**src/rtl/fifo_pkg.sv**
```systemverilog
// Shared types and defaults for the first-word-fall-through synchronous FIFO.
//   fifo_status_t : registered status flag bundle (full/empty/almost_*)
//   FIFO_DEF_*    : default parameter values used by fwft_sync_fifo
package fifo_pkg;

  typedef struct packed {
    logic full;
    logic empty;
    logic almost_full;
    logic almost_empty;
  } fifo_status_t;

  localparam int FIFO_DEF_WIDTH     = 512;
  localparam int FIFO_DEF_DEPTH     = 4;
  localparam int FIFO_DEF_AEMPTY_TH = 1;

endpackage

```
**src/rtl/fwft_fifo_ptr.sv**
```systemverilog
// Wrap-around pointer for a FIFO of DEPTH entries (any DEPTH >= 2).
//   clk, rst : clock, async active-high reset (pointer -> 0)
//   inc      : advance pointer at the rising edge
//   ptr      : current pointer value, 0..DEPTH-1
//   ptr_inc  : ptr+1 with wrap, available combinationally for lookahead
module fwft_fifo_ptr #(
  parameter int DEPTH = 4,
  parameter int PW    = (DEPTH > 1) ? $clog2(DEPTH) : 1
) (
  input  logic          clk,
  input  logic          rst,
  input  logic          inc,
  output logic [PW-1:0] ptr,
  output logic [PW-1:0] ptr_inc
);

  // Explicit wrap compare so non-power-of-two depths never visit DEPTH..2^PW-1.
  assign ptr_inc = (ptr == PW'(DEPTH - 1)) ? '0 : ptr + PW'(1);

  always_ff @(posedge clk or posedge rst) begin
    if (rst)      ptr <= '0;
    else if (inc) ptr <= ptr_inc;
  end

endmodule

```
**src/rtl/fwft_sync_fifo.sv**
```systemverilog
// First-word-fall-through synchronous FIFO.
// The head entry is held in a dedicated output register so dout is valid
// whenever empty=0 without a prefetch read.
//   clk, rst            : clock, async active-high reset
//   wr_en, din          : push request and data (dropped while full)
//   rd_en               : pop/acknowledge of dout (ignored while empty)
//   err_clr             : clears sticky overflow/underflow
//   dout                : head entry
//   full, empty,
//   almost_full,
//   almost_empty        : registered status, derived from next count
//   count               : occupancy 0..DEPTH
//   overflow, underflow : sticky error flags
// Optional feature: define FWFT_FIFO_ERR_EN to build the sticky error flags;
// otherwise they are tied low and err_clr is ignored.
module fwft_sync_fifo
  import fifo_pkg::*;
#(
  parameter int WIDTH     = FIFO_DEF_WIDTH,
  parameter int DEPTH     = FIFO_DEF_DEPTH,
  parameter int AFULL_TH  = DEPTH - 1,
  parameter int AEMPTY_TH = FIFO_DEF_AEMPTY_TH,
  parameter int CNT_W     = $clog2(DEPTH + 1),
  parameter int PW        = (DEPTH > 1) ? $clog2(DEPTH) : 1
) (
  input  logic             clk,
  input  logic             rst,
  input  logic             wr_en,
  input  logic [WIDTH-1:0] din,
  input  logic             rd_en,
  input  logic             err_clr,
  output logic [WIDTH-1:0] dout,
  output logic             full,
  output logic             empty,
  output logic             almost_full,
  output logic             almost_empty,
  output logic [CNT_W-1:0] count,
  output logic             overflow,
  output logic             underflow
);

  logic [WIDTH-1:0] mem [DEPTH];
  logic [PW-1:0]    wr_ptr, rd_ptr, rd_ptr_inc;
  logic [PW-1:0]    unused_wr_ptr_inc;
  logic             push, pop;
  logic [CNT_W-1:0] count_nxt;
  logic [WIDTH-1:0] dout_nxt;
  fifo_status_t     stat, stat_nxt;

  // Full blocks the write even if a pop happens the same cycle.
  assign push = wr_en & ~stat.full;
  assign pop  = rd_en & ~stat.empty;

  fwft_fifo_ptr #(.DEPTH(DEPTH), .PW(PW)) u_wr_ptr (
    .clk(clk), .rst(rst), .inc(push), .ptr(wr_ptr), .ptr_inc(unused_wr_ptr_inc)
  );

  fwft_fifo_ptr #(.DEPTH(DEPTH), .PW(PW)) u_rd_ptr (
    .clk(clk), .rst(rst), .inc(pop), .ptr(rd_ptr), .ptr_inc(rd_ptr_inc)
  );

  always_ff @(posedge clk) begin
    if (push) mem[wr_ptr] <= din;
  end

  assign count_nxt = count + CNT_W'(push) - CNT_W'(pop);

  // Next head: after a pop the new head is the next stored entry, unless the
  // popped entry was the last one, in which case it must be the incoming din.
  always_comb begin
    dout_nxt = dout;
    if (pop) begin
      if (count > CNT_W'(1)) dout_nxt = mem[rd_ptr_inc];
      else if (push)         dout_nxt = din;
    end else if (stat.empty && push) begin
      dout_nxt = din;
    end
  end

  always_comb begin
    stat_nxt.full         = (count_nxt == CNT_W'(DEPTH));
    stat_nxt.empty        = (count_nxt == '0);
    stat_nxt.almost_full  = (count_nxt >= CNT_W'(AFULL_TH));
    stat_nxt.almost_empty = (count_nxt <= CNT_W'(AEMPTY_TH));
  end

  always_ff @(posedge clk or posedge rst) begin
    if (rst) begin
      count <= '0;
      dout  <= '0;
      stat  <= '{full: 1'b0, empty: 1'b1, almost_full: 1'b0, almost_empty: 1'b1};
    end else begin
      count <= count_nxt;
      dout  <= dout_nxt;
      stat  <= stat_nxt;
    end
  end

  assign full         = stat.full;
  assign empty        = stat.empty;
  assign almost_full  = stat.almost_full;
  assign almost_empty = stat.almost_empty;

`ifdef FWFT_FIFO_ERR_EN
  // Sticky flags; a clear in the same cycle as a new error wins.
  always_ff @(posedge clk or posedge rst) begin
    if (rst) begin
      overflow  <= 1'b0;
      underflow <= 1'b0;
    end else if (err_clr) begin
      overflow  <= 1'b0;
      underflow <= 1'b0;
    end else begin
      if (wr_en && stat.full)  overflow  <= 1'b1;
      if (rd_en && stat.empty) underflow <= 1'b1;
    end
  end
`else
  logic unused_err_clr;
  assign unused_err_clr = err_clr;
  assign overflow       = 1'b0;
  assign underflow      = 1'b0;
`endif

endmodule

```
**config.mk**
```make
export PLATFORM = sky130hd
export DESIGN_NAME = fwft_sync_fifo
export DESIGN_NICKNAME = d
export VERILOG_FILES = /design/src/rtl/fifo_pkg.sv /design/src/rtl/fwft_fifo_ptr.sv /design/src/rtl/fwft_sync_fifo.sv
export SDC_FILE = /design/constraint.sdc
export NUM_CORES = 2
export LEC_CHECK = 0
export CAP_MARGIN = 30
export CORE_MARGIN = 2
export CORE_UTILIZATION = 50
export CTS_BUF_LIST = sky130_fd_sc_hd__clkbuf_8
export DETAILED_ROUTE_END_ITERATION = 10
export PLACE_DENSITY = 0.81
export SLEW_MARGIN = 20
export SYNTH_ARGS = -nofsm -noshare
export SYNTH_HDL_FRONTEND = slang
export SYNTH_SLANG_ARGS = --single-unit
```
**constraint.sdc**
```tcl
create_clock -name clk -period 15.86 [get_ports clk]
set_clock_uncertainty 0.05 [all_clocks]
set_input_delay 1.586 -clock clk [delete_from_list [all_inputs] [get_ports clk]]
set_output_delay 1.586 -clock clk [all_outputs]
set_load 0.1 [all_outputs]
```
# Word level (Yosys, flattened, before mapping)
# Memory sizes are Yosys's and may differ from the RTL's.
# Index checks and enable logic that the tools add are counted.
[word_totals]
reg_bits = 523
mem_bits_rw = 2048
memories = 1
latch_bits = 0
inputBits = 517
mem_bits_ro = 0
wordCells = 36
[memory_table]
columns = ["memory", "depth", "word_bits", "rd", "rd_ports_with_merged_regs", "write_ports", "line_no", "text"]
rows = [
  ["mem", 4, 512, 1, 0, 1, "fwft_sync_fifo.sv:42", "logic [WIDTH-1:0] mem [DEPTH];"],
]
[op_classes]
add_sub_neg = 4
n_mul = 0
n_bitwise = 4
div_mod_pow = 0
n_eq_ne = 4
mux = 8
order_cmp = 3
n_shift = 0
reduce_logical = 4
[ops]
columns = ["operator", "count"]
rows = [
  ["512-bit two-way mux", 4],
  ["2-bit by 1-bit adder with 2-bit output, second input constant", 2],
  ["2-bit equality test, second input constant", 2],
  ["2-bit two-way mux", 2],
  ["3-bit by 1-bit adder with 3-bit output", 1],
  ["3-bit equality test, second input constant", 1],
  ["3-bit by 2-bit greater-or-equal comparator with 1-bit output, second input constant", 1],
  ["3-bit by 1-bit greater-than comparator with 1-bit output, second input constant", 1],
  ["3-bit by 1-bit less-or-equal comparator with 1-bit output, second input constant", 1],
  ["3-bit zero test", 1],
  ["3-bit by 2-bit inequality test with 1-bit output, second input constant", 1],
  ["3-bit by 1-bit subtractor with 3-bit output", 1],
  ["1-bit AND", 2],
  ["1-bit two-way mux", 2],
  ["1-bit NOT", 2],
  ["2-bit AND reduction", 1],
  ["2-bit nonzero test", 1],
  ["1-bit logical AND", 1],
]

# Logic depth before layout (Yosys ltp)
[depth]
depth_word = 5
mapped_depth = 9
depth_no_buf = 8

# Modules after synthesis
# A second synthesis with hierarchy kept.
[hier_totals]
cells_unflattened = 4374
area_unflattened_um2 = 99385.3
[modules_own_cells]
columns = ["mod", "area_each_um2", "n_inst", "cells_each"]
rows = [
  ["fwft_sync_fifo", 99200.1, 1, 4360],
  ["fwft_fifo_ptr", 92.6, 2, 7],
]

# Least setup slack after synthesis
# No wires, ideal clock.
[synth_path]
path_type = "input -> register"
start = "in wr_en"
end = "mem mem[0][0] (netlist name) (enable)"
required_ps = 15147
t_arrival_ps = 7842
path_slack_ps = 7305
stages = 2
path_cell_list = "nor2b_4 > and2_2"
[synth_via]
elab_chain_cells = 3
[synth_rtl]
columns = ["item", "line_no", "text"]
rows = [
  ["start, declared", "fwft_sync_fifo.sv:28", "input logic wr_en,"],
  ["1-bit AND", "fwft_sync_fifo.sv:51", "assign push = wr_en & ~stat.full;"],
  ["1-bit two-way mux", "fwft_sync_fifo.sv:63", "if (push) mem[wr_ptr] <= din;"],
  ["1-bit two-way mux (not written as such)", "fwft_sync_fifo.sv:63", ""],
  ["end, declared", "fwft_sync_fifo.sv:42", ""],
]
# Every way passes these cells.

# Final worst setup path
[layout_path]
start = "in rd_en"
end = "reg dout[487]"
[layout_via]
elab_chain_cells = 3
elab_cells_between_ends = 5
[layout_rtl]
columns = ["item", "line_no", "text"]
rows = [
  ["start, declared", "fwft_sync_fifo.sv:30", "input logic rd_en,"],
  ["1-bit AND *", "fwft_sync_fifo.sv:52", "assign pop = rd_en & ~stat.empty;"],
  ["3-bit by 2-bit inequality test with 1-bit output (no source line) or 2-bit nonzero test (tied branches)", "n/a", ""],
  ["2-bit AND reduction (no source line)", "n/a", ""],
  ["end signal, assigned", "fwft_sync_fifo.sv:94", "dout <= dout_nxt;"],
  ["end, declared", "fwft_sync_fifo.sv:32", "output logic [WIDTH-1:0] dout,"],
]
# Every way passes the cells marked *; elsewhere a longest branch is shown, timed or not.
# A chain may end at the register's enable or synchronous reset.

==> impl_metrics.env <==
export IMPL_status="finished, final reports clean"
export IMPL_setup_violations=0
export IMPL_synth_cells=5534
export IMPL_yosysWarnings=0
export IMPL_fin_setup_tns_ns=0
export IMPL_finalHoldViolCount=0
export IMPL_end_kind="register"
export IMPL_synth_edf_count=2048
export IMPL_worstPathMaxFanout=71
export IMPL_cts_sinks=2571
export IMPL_post_cts_resized=0
export IMPL_htreeDepth=5
export IMPL_start_util=0.504
export IMPL_rows=162
export IMPL_worst_setup_path_start_kind="input port"
export IMPL_vias=59400
export IMPL_core_area_um2=195000
export IMPL_ys_types=36
export IMPL_finalCritPeriodShare=0.331
export IMPL_worstHoldPathType="register to register"
export IMPL_finalWirelength_mm=273
export IMPL_cts_tree="done"
export IMPL_synth_seq_area_share=0.758
export IMPL_postSynthAreaPerCell_um2=17.8
export IMPL_route_detailed_drc=0
export IMPL_grt_first_pass_wirelength_mm=391
export IMPL_fmax_mhz=191
export IMPL_async_flop_share=0.203
export IMPL_yosys_most_used_dff="edfxtp_1"
export IMPL_place_congestion=0.833
export IMPL_io_pins=1038
export IMPL_num_fill_cells=12400
export IMPL_synth_area_leader_cell="edfxtp_1"
export IMPL_fin_crit_ns=5.24
export IMPL_worstSetupPathType="input port to register"
export IMPL_postCtsSetupBuffers=0
export IMPL_synth_top_area_share=0.625
export IMPL_arrival_ns=6.16
export IMPL_port_buffers=1034
export IMPL_cts_clk_slew_worst_paths_ns=0.06
export IMPL_synth_area_um2=98400
export IMPL_drive_above_1_share=0.187
export IMPL_post_dp_hpwl_mm=155
export IMPL_synthToLayoutAreaGrowth_pct=26.1
export IMPL_drtPass1Iterations=9
export IMPL_layout_common_cells="edfxtp_1, clkdlybuf4s50_1, a21oi_1"
export IMPL_ant_nets=0
export IMPL_root_buffer="clkbuf_8"
export IMPL_slew_headroom=0.0788
export IMPL_synth_seq_cells=2571
export IMPL_slew_viol_final=0
export IMPL_max_slew_worst_pin_slew_ns=1.38
export IMPL_viasPerCell=5.93
export IMPL_drt_first_iter_violations=6632
export IMPL_cts_buffers=409
export IMPL_maxCapViolations=0
export IMPL_die_area_um2=200000
export IMPL_grt_usage=0.262
export IMPL_antenna_found_initial=141
export IMPL_synth_area_top_cells="edfxtp_1, dfrtp_1, mux4_2"
export IMPL_wl_per_cell_um=27.3
export IMPL_rsz0062_at_grt="false"
export IMPL_grt_max_degree=172
export IMPL_die_w_um=448
export IMPL_clk_latency_ns=1.10
export IMPL_grt_pass1_vias=61300
export IMPL_layout_commonest_cell="edfxtp_1"
export IMPL_grt_overflow_total=0
export IMPL_die_h_um=448
export IMPL_ctsHoldBuffers=0
export IMPL_cts_buffer_depth=4
export IMPL_worst_ep_required_time_ns=16.78
export IMPL_final_nets=7442
==> routing by layer <==
metal	up-vias	wire (um)	track usage
li1	24300	-	-
met1	30300	91700	0.312
met2	3775	134000	0.415
met3	976	25400	0.0683
met4	40	21600	0.193
met5	-	257	0
==> worst max-delay path, stage by stage <==
cell and delay, ns:
clkdlybuf4s50_1 0.47, nand2b_2 0.18, inv_1 0.16, nand2b_4 0.33, buf_16 0.29, buf_4 0.73
buf_4 0.77, buf_4 0.89, a21oi_1 0.20, a21oi_1 0.29
==> Yosys cell counts, types with 2 or more instances <==
cell type / n
edfxtp_1: 2048
a21oi_1: 1000
dfrtp_1: 521
nand2_1: 508
nor2_1: 503
mux4_2: 500
buf_2: 152
buf_6: 59
buf_12: 50
buf_4: 39
clkbuf_1: 37
a211oi_1: 24
a211o_1: 12
mux2i_1: 12
nor2b_1: 12
and3_1: 10
buf_1: 8
ha_1: 8
inv_1: 8
and2_2: 4
and3_2: 2
dfstp_2: 2
o21ai_0: 2
==> sequential cells by signal, indices dropped and copies added, names as in the netlist <==
| register | cells |
|---|---|
| almost_empty | 1 |
| almost_full | 1 |
| count | 3 |
| dout | 512 |
| empty | 1 |
| full | 1 |
| mem | 2048 |
| u_rd_ptr.ptr | 2 |
| u_wr_ptr.ptr | 2 |
==> area by class of cell <==
| type | instances | area (um2) | area share |
|---|---|---|---|
| Sequential cell | 2571 | 74600 | 0.601 |
| Multi-Input combinational cell | 2611 | 20900 | 0.169 |
| Timing Repair Buffer | 1315 | 16900 | 0.136 |
| Clock buffer | 463 | 6370 | 0.0514 |
| Tap cell | 2624 | 3280 | 0.0265 |
| Clock inverter | 281 | 1580 | 0.0127 |
| Antenna cell | 130 | 325 | 0.00262 |
| Inverter | 8 | 33.8 | 0.000272 |
==> cells by family after synthesis <==
| logic type | count (synthesis) | share of synthesized area |
|---|---|---|
| adder cells (fa/ha/maj) | 9 | 0.00122 |
| AO/OA/AOI/OAI | 1041 | 0.0543 |
| buffers and inverters | 353 | 0.0297 |
| other | 1 | 0.0000381 |
| AND/OR/NAND/NOR | 1046 | 0.0410 |
| flip-flops | 2571 | 0.758 |
| multiplexers | 512 | 0.116 |
| XOR/XNOR | 1 | 0.0000890 |
==> final timing paths <==
check | startpoint | end | slack (ns) | cells past startpoint
worst max-delay path | rd_en | dout[487] | 10.62 | 10
worst min-delay path | dout[502] | dout[502] | 0.44 | 1
worst max register to register | u_rd_ptr.ptr[0] | dout[117] | 10.64 | 9
worst min register to register | dout[502] | dout[502] | 0.44 | 1
max in group asynchronous | rst | dout[156] | 12.05 | 5
min in group asynchronous | rst | dout[51] | 0.92 | 2
==> stage by stage <==
step | cell area [um2] | cells | util | hold WS, ns | setup WS (ns)
after floorplan | 98400 | 5535 | - | 0.399 | 7.12
after global placement | 110000 | 8915 | 0.563 | 0.422 | 9.23
after detailed placement | 116000 | 9119 | 0.592 | 0.428 | 9.79
after CTS | 123000 | 9863 | 0.632 | 0.441 | 10.54
after global routing | 124000 | 9996 | 0.635 | 0.452 | 10.21
final | 124000 | 10000 | 0.636 | 0.437 | 10.62
Power is not shown: default switching activity piles up to over one toggle a cycle in this logic, so the estimate is an artifact.
